**src/rtl/counter.sv**
```systemverilog
// Free-running up-counter with terminal-count decode, wrapping after MAX_VAL.
// Define COUNTER_SATURATE_EN to hold at MAX_VAL instead of wrapping.
module counter #(
    parameter int              WIDTH   = 4,
    parameter longint unsigned MAX_VAL = (64'd1 << WIDTH) - 64'd1
) (
    input  logic             clk,
    input  logic             rst,
    output logic [WIDTH-1:0] count,
    output logic             tc
);

    localparam longint unsigned LIMIT = (64'd1 << WIDTH) - 64'd1;

    if (WIDTH < 1 || WIDTH > 32 || MAX_VAL == 64'd0 || MAX_VAL > LIMIT) begin : g_param_check
        $fatal(1, "counter: illegal WIDTH/MAX_VAL combination");
    end

    localparam logic [WIDTH-1:0] MAX_W = WIDTH'(MAX_VAL);

    logic at_max;
    logic over_max;

    assign at_max   = (count == MAX_W);
    assign over_max = (count > MAX_W);

    always_ff @(posedge clk) begin
        if (rst) begin
            count <= '0;
        end else if (over_max) begin
            // Only reachable from an unknown or upset state.
            count <= '0;
        end else if (at_max) begin
`ifdef COUNTER_SATURATE_EN
            count <= MAX_W;
`else
            count <= '0;
`endif
        end else begin
            count <= count + WIDTH'(1);
        end
    end

    assign tc = at_max;

endmodule

```
**config.mk**
```make
export PLATFORM = sky130hd
export DESIGN_NAME = counter
export DESIGN_NICKNAME = d
export VERILOG_FILES = /design/src/rtl/counter.sv
export SDC_FILE = /design/constraint.sdc
export NUM_CORES = 1
export LEC_CHECK = 0
export CAP_MARGIN = 0
export CELL_PAD_IN_SITES_DETAIL_PLACEMENT = 1
export CELL_PAD_IN_SITES_GLOBAL_PLACEMENT = 2
export CORE_AREA = 2 2 39 41
export CTS_BUF_LIST = sky130_fd_sc_hd__clkbuf_4 sky130_fd_sc_hd__clkbuf_8 sky130_fd_sc_hd__clkbuf_16
export DETAILED_ROUTE_END_ITERATION = 8
export DIE_AREA = 0 0 41 43
export GPL_TIMING_DRIVEN = 0
export PLACE_DENSITY_LB_ADDON = 0.1
export SLEW_MARGIN = 20
export SYNTH_ARGS = -nofsm -noshare
export SYNTH_HDL_FRONTEND = slang
export SYNTH_SLANG_ARGS = --single-unit
```
**constraint.sdc**
```tcl
create_clock -name clk -period 1.5 [get_ports clk]
set_clock_uncertainty 0.15 [all_clocks]
set_input_delay 0.225 -clock clk [delete_from_list [all_inputs] [get_ports clk]]
set_output_delay 0.225 -clock clk [all_outputs]
set_load 0.03 [all_outputs]
```
; Word-level counts from Yosys, hierarchy flattened
; Index checks and enable logic that the tools add are counted.
[op_classes]
add_sub_neg = 1
n_reduce_logical = 1
n_eq_ne = 1
order_cmp = 1
[ops]
columns = op, count
row1 = "adder 4 x 1 -> 4 bit, second input constant", 1
row2 = "equality test 4 bit, second input constant", 1
row3 = "greater-than comparator 4 bit, second input constant", 1
row4 = OR reduction 3 bit, 1
[totals]
inputBits = 2
elab_cells = 5
out_inout_bits = 5
reg_bits = 4

; Depth between registers and ports, before layout
[depth]
word_depth = 2
ltp_mapped = 3
mapped_depth_nobuf = 3

; Worst setup path before layout
; OpenSTA, ideal clock, no wires.
[synth_path]
path_kind = reg2out
start = reg count[0]
end = out tc
stages_incl_launch_ff = 3
setup_slack_ps = -38
required_ps = 1125
n_path_buf = 0
arrival_time_ps = 1163
cell_sequence = dfxtp_1 > ha_1 > and3_1
[synth_between]
elab_chain_len = 1
[synth_rtl]
columns = element, line_no
row1 = start: declaration, 9  ; output logic [WIDTH-1:0] count,
row2 = start signal: assignment, 40  ; count <= count + WIDTH'(1);
row3 = equality test 4 bit, 24  ; assign at_max = (count == MAX_W);
row4 = end: declaration, 10  ; output logic tc
; Every way passes these cells.

; Worst setup path after layout
; Same ends and word-level chain as after synthesis.

==> results.cfg <==
[floorplan]
dieArea_mm2 = 0.00176
start_util_pct = 10.6
die_h_um = 43
die_w_um = 41
core_mm2 = 0.00138
io_pins = 7
fp-row-count = 14

[run]
cap_violations = 0

[setup_path]
end_kind = output port
cp-start-kind = flip-flop
crit_type = flip-flop to output port
cp_max_fo = 4
worstPathRequired_ns = 1.12
critPathArrivalTime_ns = 1.08

[yosys]
yosysSeqAreaShare_pct = 54.7
synthDistinctLibCells = 10
synth.avg_cell_area_um2 = 11.3
synthesis.instances = 13
ys_warn_count = 0
syn_area_um2 = 146
synth_area_leaders = dfxtp_1 (55%), ha_1 (8.5%), a311oi_1 (6.0%)
synth.top_cell.area_share_pct = 54.7
yosysTopAreaCell = dfxtp_1
syn-num-nets = 16
ys_seq_elements = 4

[routing]
vias = 145
post_drt_via_cell_ratio = 3.72
first_pass_iters = 1
drt_wl_total_um = 413
drtAntennaViolNets = 0
wl_per_cell_um = 10.6
drc = 0
drtIter0Drc = 0

[grt]
antenna_found_initial = 0
grt_remaining_overflow = 0
grt_max_degree = 6
track_usage_pct = 6.22
grt_pass1_vias = 151
grt_pass1_wl_um = 662

[layout]
reg_top3 = count x4
layout_commonest_cell = dlygate4sd2_1
stdcell_count = 39
area_growth_pct = 89.7
largest_reg_flops = 4
register_area_um2 = 87.6
drive_gt1_share_pct = 39.1
n_antenna_cell = 0
top_register = count
layout_common_cells = dlygate4sd2_1 (4), clkbuf_4 (3), dfxtp_4 (2), dfxtp_1 (2)
nNetsFinal = 28
nFillCells = 163
multi_input_area_um2 = 83.8

[timing]
fmax_ghz = 0.686
rsz0062_at_grt = false
hold_viol_final = 0
fin_crit_ns = 1.46
tightestPinTransition_ns = 0.306
finalCritPeriodShare_pct = 97.2
slew_viol_final = 0
timing.final.ws_setup_ns = 0.0416
relSlewSlack_pct = 79.7
tns_ns = 0
hold_ws_ns = 0.304
setup_violations = 0

[clock_tree]
cts.sinks = 4
ctsRootBufferMaster = clkbuf_4
cts_max_path_buffers = 2
cts_hold_buf = 0
cts_max_level = 1
clk_pin_slew_ns = 0.04
cts_buffers = 3
tritoncts = done
clock_latency_ns = 0.24

[power_and_ir_drop]
peakVddDrop_uv = 446
pwr_density_cell_mw_per_mm2 = 1100
finalPower_uw = 304
p_leak_nw = 0.121

[place]
placed_cells = 35
io_buffer_count = 6
preCtsSetupSlack_ns = -0.414
finalWeightedCongestion = 0.599
hpwl_um = 301

[run_status]
status = finished clean

[worst_hold_path]
timing.hold.worst.class = flip-flop to flip-flop
-- stage by stage --
step | cell area, um^2 | util, %
after floorplan | 148 | -
after global placement | 228 | 16.5
after detailed placement | 228 | 16.5
after CTS | 246 | 17.8
after global routing | 278 | 20.1
final | 278 | 20.1
-- cells in the mapped netlist, drive strengths merged --
| master | number |
|---|---|
| a311oi | 1 |
| and3 | 1 |
| dfxtp | 4 |
| nor2 | 1 |
| a31oi | 1 |
| xnor2 | 1 |
| ha | 1 |
| nor3 | 1 |
| nor3b | 1 |
| a21o | 1 |
-- routing by layer --
metal	GRT usage, %	up-vias	routed length (um)
met4	2.00	0	0
li1	-	72	-
met5	0	-	0
met2	7.50	10	166
met3	6.81	0	40
met1	7.05	63	207
-- power by group --
| group | internal [mW] | switching [mW] | total (mW) |
|---|---|---|---|
| Combinational | 0.0214 | 0.0238 | 0.0452 |
| Clock | 0.0896 | 0.0453 | 0.135 |
| Sequential | 0.114 | 0.0102 | 0.124 |
| Total | 0.225 | 0.0794 | 0.304 |
-- worst max-delay path, stage by stage (launching register included) --
cell and delay, ns:
dfxtp_4 0.36, ha_4 0.15, and3_4 0.20, buf_6 0.13
-- worst paths after layout --
check / depth (start not counted) / slack [ns] / to / startpoint
setup reg to reg: 3 / 0.33 / count[3] / count[0]
hold reg to reg: 1 / 0.30 / count[0] / count[0]
hold / removal: 1 / 0.30 / count[0] / count[0]
setup / recovery: 3 / 0.04 / tc / count[0]
-- what timing repair did --
action                                  in CTS  in global routing
resized for setup                           12                  6
endpoints found under the setup margin       5                  1
setup buffers                                0                  1
-- cell type report --
type / count / share of cell area (%)
Tap cell: 16 / 7.21
Clock buffer: 3 / 8.11
Sequential cell: 4 / 31.5
Multi-Input combinational cell: 9 / 30.2
Timing Repair Buffer: 7 / 23.0
-- kinds of logic (layout without fill, tap and decap cells) --
family | after synthesis | count (layout) | synth area share [%]
flip-flops | 4 | 4 | 54.7
AND/OR/NAND/NOR | 4 | 4 | 15.4
buffers and inverters | 0 | 10 | 0
adder cells (fa/ha/maj) | 1 | 1 | 8.55
XOR/XNOR | 1 | 1 | 5.98
AO/OA/AOI/OAI | 3 | 3 | 15.4
No activity file was read; power rests on OpenSTA's default activity.
==> variant 1 (config.mk and constraints unchanged) <==
Make the reset (`rst`) asynchronous in one clocked block.
--- a/src/rtl/counter.sv
+++ b/src/rtl/counter.sv
@@ -24,7 +24,7 @@
     assign at_max   = (count == MAX_W);
     assign over_max = (count > MAX_W);
 
-    always_ff @(posedge clk) begin
+    always_ff @(posedge clk or posedge rst) begin
         if (rst) begin
             count <= '0;
         end else if (over_max) begin
Formal check against the unedited RTL: differs if rst is asserted again (counterexample within 4 cycles, from zero or initial values and one cycle with rst high); with rst held inactive, the same outputs for 10 cycles.
==> variant 1 against the original RTL <==
  * The run now ends with negative setup slack left
  * Die area unchanged
  * Worst setup slack got worse by 79 ps
  * Via count is 0.69% lower
  * Sequential cell count unchanged
  * Critical path depth is the same
  * Maximum frequency decreased by 5.1%
  * Cell area is 9.5% higher
  * Synthesized area increased by 6.8%
  * Sequential share of layout area rose by 2.2 points
  * First-iteration DRC count rose by 2
  * Count of clock-buffer cells in the layout did not move
  * Routed wire length grew 15%
  * Critical path type unchanged
  * Largest cell class unchanged
Power is not compared: it rests on default switching activity, and its combinational part moved more than twofold at a synthesized area within 25%.
==> variant 1: results (changes against the original RTL) <==
The placer's final routability congestion estimate came out at 0.556 (was 0.599). The checks that failed: negative setup slack. The register clock-pin slew on the reported worst setup and hold paths is 40 ps (about the same). Top post-synthesis cells by area: sky130_fd_sc_hd__dfrtp_1 (64%), sky130_fd_sc_hd__a31oi_1 (8.0%), sky130_fd_sc_hd__ha_1 (8.0%), sky130_fd_sc_hd__xor2_1 (5.6%), sky130_fd_sc_hd__a21o_1 (4.8%) (was sky130_fd_sc_hd__dfxtp_1 (55%), sky130_fd_sc_hd__ha_1 (8.5%), sky130_fd_sc_hd__a311oi_1 (6.0%), sky130_fd_sc_hd__xnor2_1 (6.0%), sky130_fd_sc_hd__a21o_1 (5.1%)). The detailed-routing iteration count for the pre-antenna-repair pass is 2 (was 1). The reg-to-reg setup timing slack is 180 ps (was 330 ps).

The cell at the slowest stage of the critical path is sky130_fd_sc_hd__dfrtp_2 (was sky130_fd_sc_hd__dfxtp_4). The total setup violations reported at the end of the flow was 1 (was 0). The cell count after placement is 34 (was 35).

The launch instance of the worst register-to-register path is count[0]$_DFF_PP0_ (was count[0]$_SDFF_PP0_). Outcome: complete, but fails checks (was completed). The global-route wire length before repair is 717 um (was 662 um).

The fraction of met1 tracks used by global routing is 7.47% (was 7.05%). The worst-margin pin slew came out at 305 ps (was 306 ps). The class of the worst hold path is input pin to asynchronous set/reset pin (was flop to flop). The top flip-flop cell by instance count after synthesis is sky130_fd_sc_hd__dfrtp_1 (was sky130_fd_sc_hd__dfxtp_1). The initial detailed-routing violation count came to 2 (was 0).

The setup slack of the critical path after layout came out at -37.4 ps (was 41.6 ps). The fraction of met3 tracks used by global routing is 1.57% (was 6.81%). The overall global routing resource usage is 6.75% (was 6.22%). The arrival time at the worst endpoint is 1160 ps (was 1080 ps). The number of distinct library cells after synthesis is 8 (was 10). The via count of the routed design came out at 144 (was 145). The mean instance size in the synthesized netlist is 13.0 um^2 (was 11.3 um^2). The delay of the slowest cell on the worst path came out at 430 ps (was 360 ps). The number of cells traversed by the worst register-to-register path came out at 4 (was 3). The met2 routing resource usage after global routing is 8.13% (was 7.50%). The net count reported at finish came out at 30 (was 28).

The mean number of vias per cell is 3.51 (was 3.72). The sum of net half-perimeters after detailed placement came out at 289 um (was 301 um). The placed cell area came out at 236 um^2 (was 228 um^2).

Largest registers: count (4) (unchanged). The destination of the worst register-to-register timing path is count[3]$_DFF_PP0_ (was count[3]$_SDFF_PP0_). The aggregate negative setup slack is -37.4 ps (was 0 ps).
==> variant 1: repair_timing <==
| action | CTS | global route |
|---|---|---|
| pin swaps | 1 | 1 |
| endpoints found under the setup margin | 5 | 2 |
| resized for setup | 15 | 1 |
| buffers inserted | 0 | 4 |
==> variant 1: stage by stage <==
stage	hold slack [ps]	worst slack (ps)
after floorplan	-159	44.4
after detailed placement	285	-383
after global placement	290	-394
final	30.4	-37.4
after global routing	37.0	-63.0
after CTS	27.5	-55.9
==> variant 1: metal layers <==
layer,vias to the layer above,share of wire (%)
met4,0,1.1
met2,2,56
met3,2,3.8
met1,72,39
li1,68,-
met5,-,0
==> variant 1: cell families (layout without fill, tap and decap cells) <==
logic type,count (synthesis),after routing,share of synthesized area [%]
DFF,4,4,64.0
xor gates and xnor gates,1,1,5.60
and+or+nand+nor,2,2,7.20
AOI/OAI and AO/OA,3,3,12.8
adders and majority gates,1,1,8.00
buffers and inverters,1,14,2.40
==> variant 1: where the power goes <==
part           switching (W)   total (W)  internal [W]
sequential                 0    0.000108      0.000108
combinational     0.00000248  0.00000492    0.00000244
clock              0.0000463    0.000136     0.0000897
==> variant 1: cell type report <==
type,count,area (um^2)
fill,162,1080
tap,16,20.0
multi-input combinational,7,68.8
sequential,4,103
clock buffer,3,22.5
timing repair buffer,10,86.3
inverter,1,3.75
==> variant 1: worst max path at each step <==
stage / to / slack [ps] / cells past startpoint
floorplan: tc / 40 / 2
global placement: tc / -390 / 3
detailed placement: tc / -380 / 3
CTS: tc / -60 / 3
global route: tc / -60 / 3
finish: tc / -40 / 3
==> variant 2 (same flow settings) <==
Made on the original files. `WIDTH`: 4 -> 6.
--- a/src/rtl/counter.sv
+++ b/src/rtl/counter.sv
@@ -1,7 +1,7 @@
 // Free-running up-counter with terminal-count decode, wrapping after MAX_VAL.
 // Define COUNTER_SATURATE_EN to hold at MAX_VAL instead of wrapping.
 module counter #(
-    parameter int              WIDTH   = 4,
+    parameter int              WIDTH   = 6,
     parameter longint unsigned MAX_VAL = (64'd1 << WIDTH) - 64'd1
 ) (
     input  logic             clk,
Ports: changed (resized count); port bits go from 7 to 9. No check against the original RTL was run, so the function may have changed too.
==> variant 2 against the original RTL <==
  * Final cell count increased by 51%
  * Worst setup slack gained 5.4 ps
  * Cell area grew 59%
  * Sequential power up 43%
  * Hold slack improved by 6.0 ps
  * Critical path depth did not move
  * Routed wire length increased by 56%
  * Sequential cell count grew 2
  * Synthesized area is 68% higher
  * Synthesized cell count increased by 100%
  * Power up 23%
==> variant 2: results (changes against the original RTL) <==
Outcome: completed (unchanged). The clock network fraction of total power is 38.7% (was 44.3%). The largest fanout on the critical path is 5 (was 4). The internal cell power is 0.000280 W (was 0.000225 W). The met2 routing resource usage after global routing came to 13.1% (was 7.50%).

The net count reported at finish is 48 (was 28). The overall routed net length is 646 um (was 413 um). The count of input and output buffers came to 8 (was 6). The power per cell area came out at 846 mW/mm^2 (was 1100 mW/mm^2). The number of filler cells placed in the layout came to 169 (was 163).

The reg-to-reg setup timing slack is 290 ps (was 330 ps). The global-route wire length before repair came out at 1.13 mm (was 662 um). The final instance count without filler cells came out at 59 (was 39).

The proportion of layout cells with a drive suffix above 1 came out at 41.9% (was 39.1%). Largest registers: count (6) (was count (4)). The net count after synthesis is 29 (was 16). The reported sequential group power was 0.000177 W (was 0.000124 W). The launch instance of the worst register-to-register path was count[2]$_SDFF_PP0_ (was count[0]$_SDFF_PP0_). Top post-synthesis cells by area: sky130_fd_sc_hd__dfxtp_1 (49%), sky130_fd_sc_hd__nor2_1 (7.6%), sky130_fd_sc_hd__xor2_1 (7.1%), sky130_fd_sc_hd__nand3_1 (6.1%), sky130_fd_sc_hd__ha_1 (5.1%) (was sky130_fd_sc_hd__dfxtp_1 (55%), sky130_fd_sc_hd__ha_1 (8.5%), sky130_fd_sc_hd__a311oi_1 (6.0%), sky130_fd_sc_hd__xnor2_1 (6.0%), sky130_fd_sc_hd__a21o_1 (5.1%)).

The register area share after synthesis is 48.7% (was 54.7%). The maximum number of pins on one net before global-route repair is 7 (was 6). The worst-case vdd ir drop came out at 0.437 mV (was 0.446 mV).

The wire length the detailed router placed on met1 is 272 um (was 207 um). The fraction of met1 tracks used by global routing came out at 11.6% (was 7.05%). The mean instance size in the synthesized netlist is 9.48 um^2 (was 11.3 um^2). The placement-stage worst setup slack came out at -340 ps (was -414 ps). The number of distinct library cells after synthesis is 13 (was 10). The maximum clock frequency is 688 MHz (was 686 MHz). The met2 routed wirelength came out at 305 um (was 166 um). The number of cells traversed by the worst register-to-register path is 4 (was 3). The placed cell area came out at 350 um^2 (was 228 um^2). The reported leakage power is 0.199 nW (was 0.121 nW).
[variant 2: changes by cell type after synthesis, sizes merged, moves of 2 or more]
| cell | unedited run | this run |
|---|---|---|
| xor2 | 0 | 2 |
| dfxtp | 4 | 6 |
| a21oi | 0 | 2 |
| nand3 | 0 | 3 |
| nor2 | 1 | 5 |
[variant 2: repair_timing]
| item | 4_1_cts | 5_1_grt |
|---|---|---|
| buffers inserted | 0 | 6 |
| setup endpoints to repair | 7 | 1 |
| gates resized for setup | 18 | 4 |
| pin swaps | 0 | 2 |
[variant 2: logic make-up (layout without fill, tap and decap cells)]
group | count (synthesis) | after routing | share of synthesized area, %
AOI/OAI and AO/OA | 4 | 4 | 9.64
and+or+nand+nor | 11 | 11 | 24.4
DFF | 6 | 6 | 48.7
adders and majority gates | 1 | 1 | 5.08
xor gates and xnor gates | 3 | 3 | 10.7
buffers and inverters | 1 | 18 | 1.52
[variant 2: worst min-delay path by stage]
stage / from / endpoint / slack [ps] / depth (start not counted)
2_1_floorplan: rst / count[2]$_SDFF_PP0_ / 140 / 1
3_3_place_gp: count[0]$_SDFF_PP0_ / count[0]$_SDFF_PP0_ / 310 / 1
3_5_place_dp: count[0]$_SDFF_PP0_ / count[0]$_SDFF_PP0_ / 310 / 1
4_1_cts: count[0]$_SDFF_PP0_ / count[0]$_SDFF_PP0_ / 340 / 1
5_1_grt: count[0]$_SDFF_PP0_ / count[0]$_SDFF_PP0_ / 340 / 1
6_report: count[0]$_SDFF_PP0_ / count[0]$_SDFF_PP0_ / 310 / 1
[variant 2: final cells by class]
cell class	count	area share, %
multi-input cells	19	31.7
inverters	1	0.850
flip-flops and latches	6	30.9
clock buffers	3	5.10
well taps	16	4.53
repair buffers	14	26.9
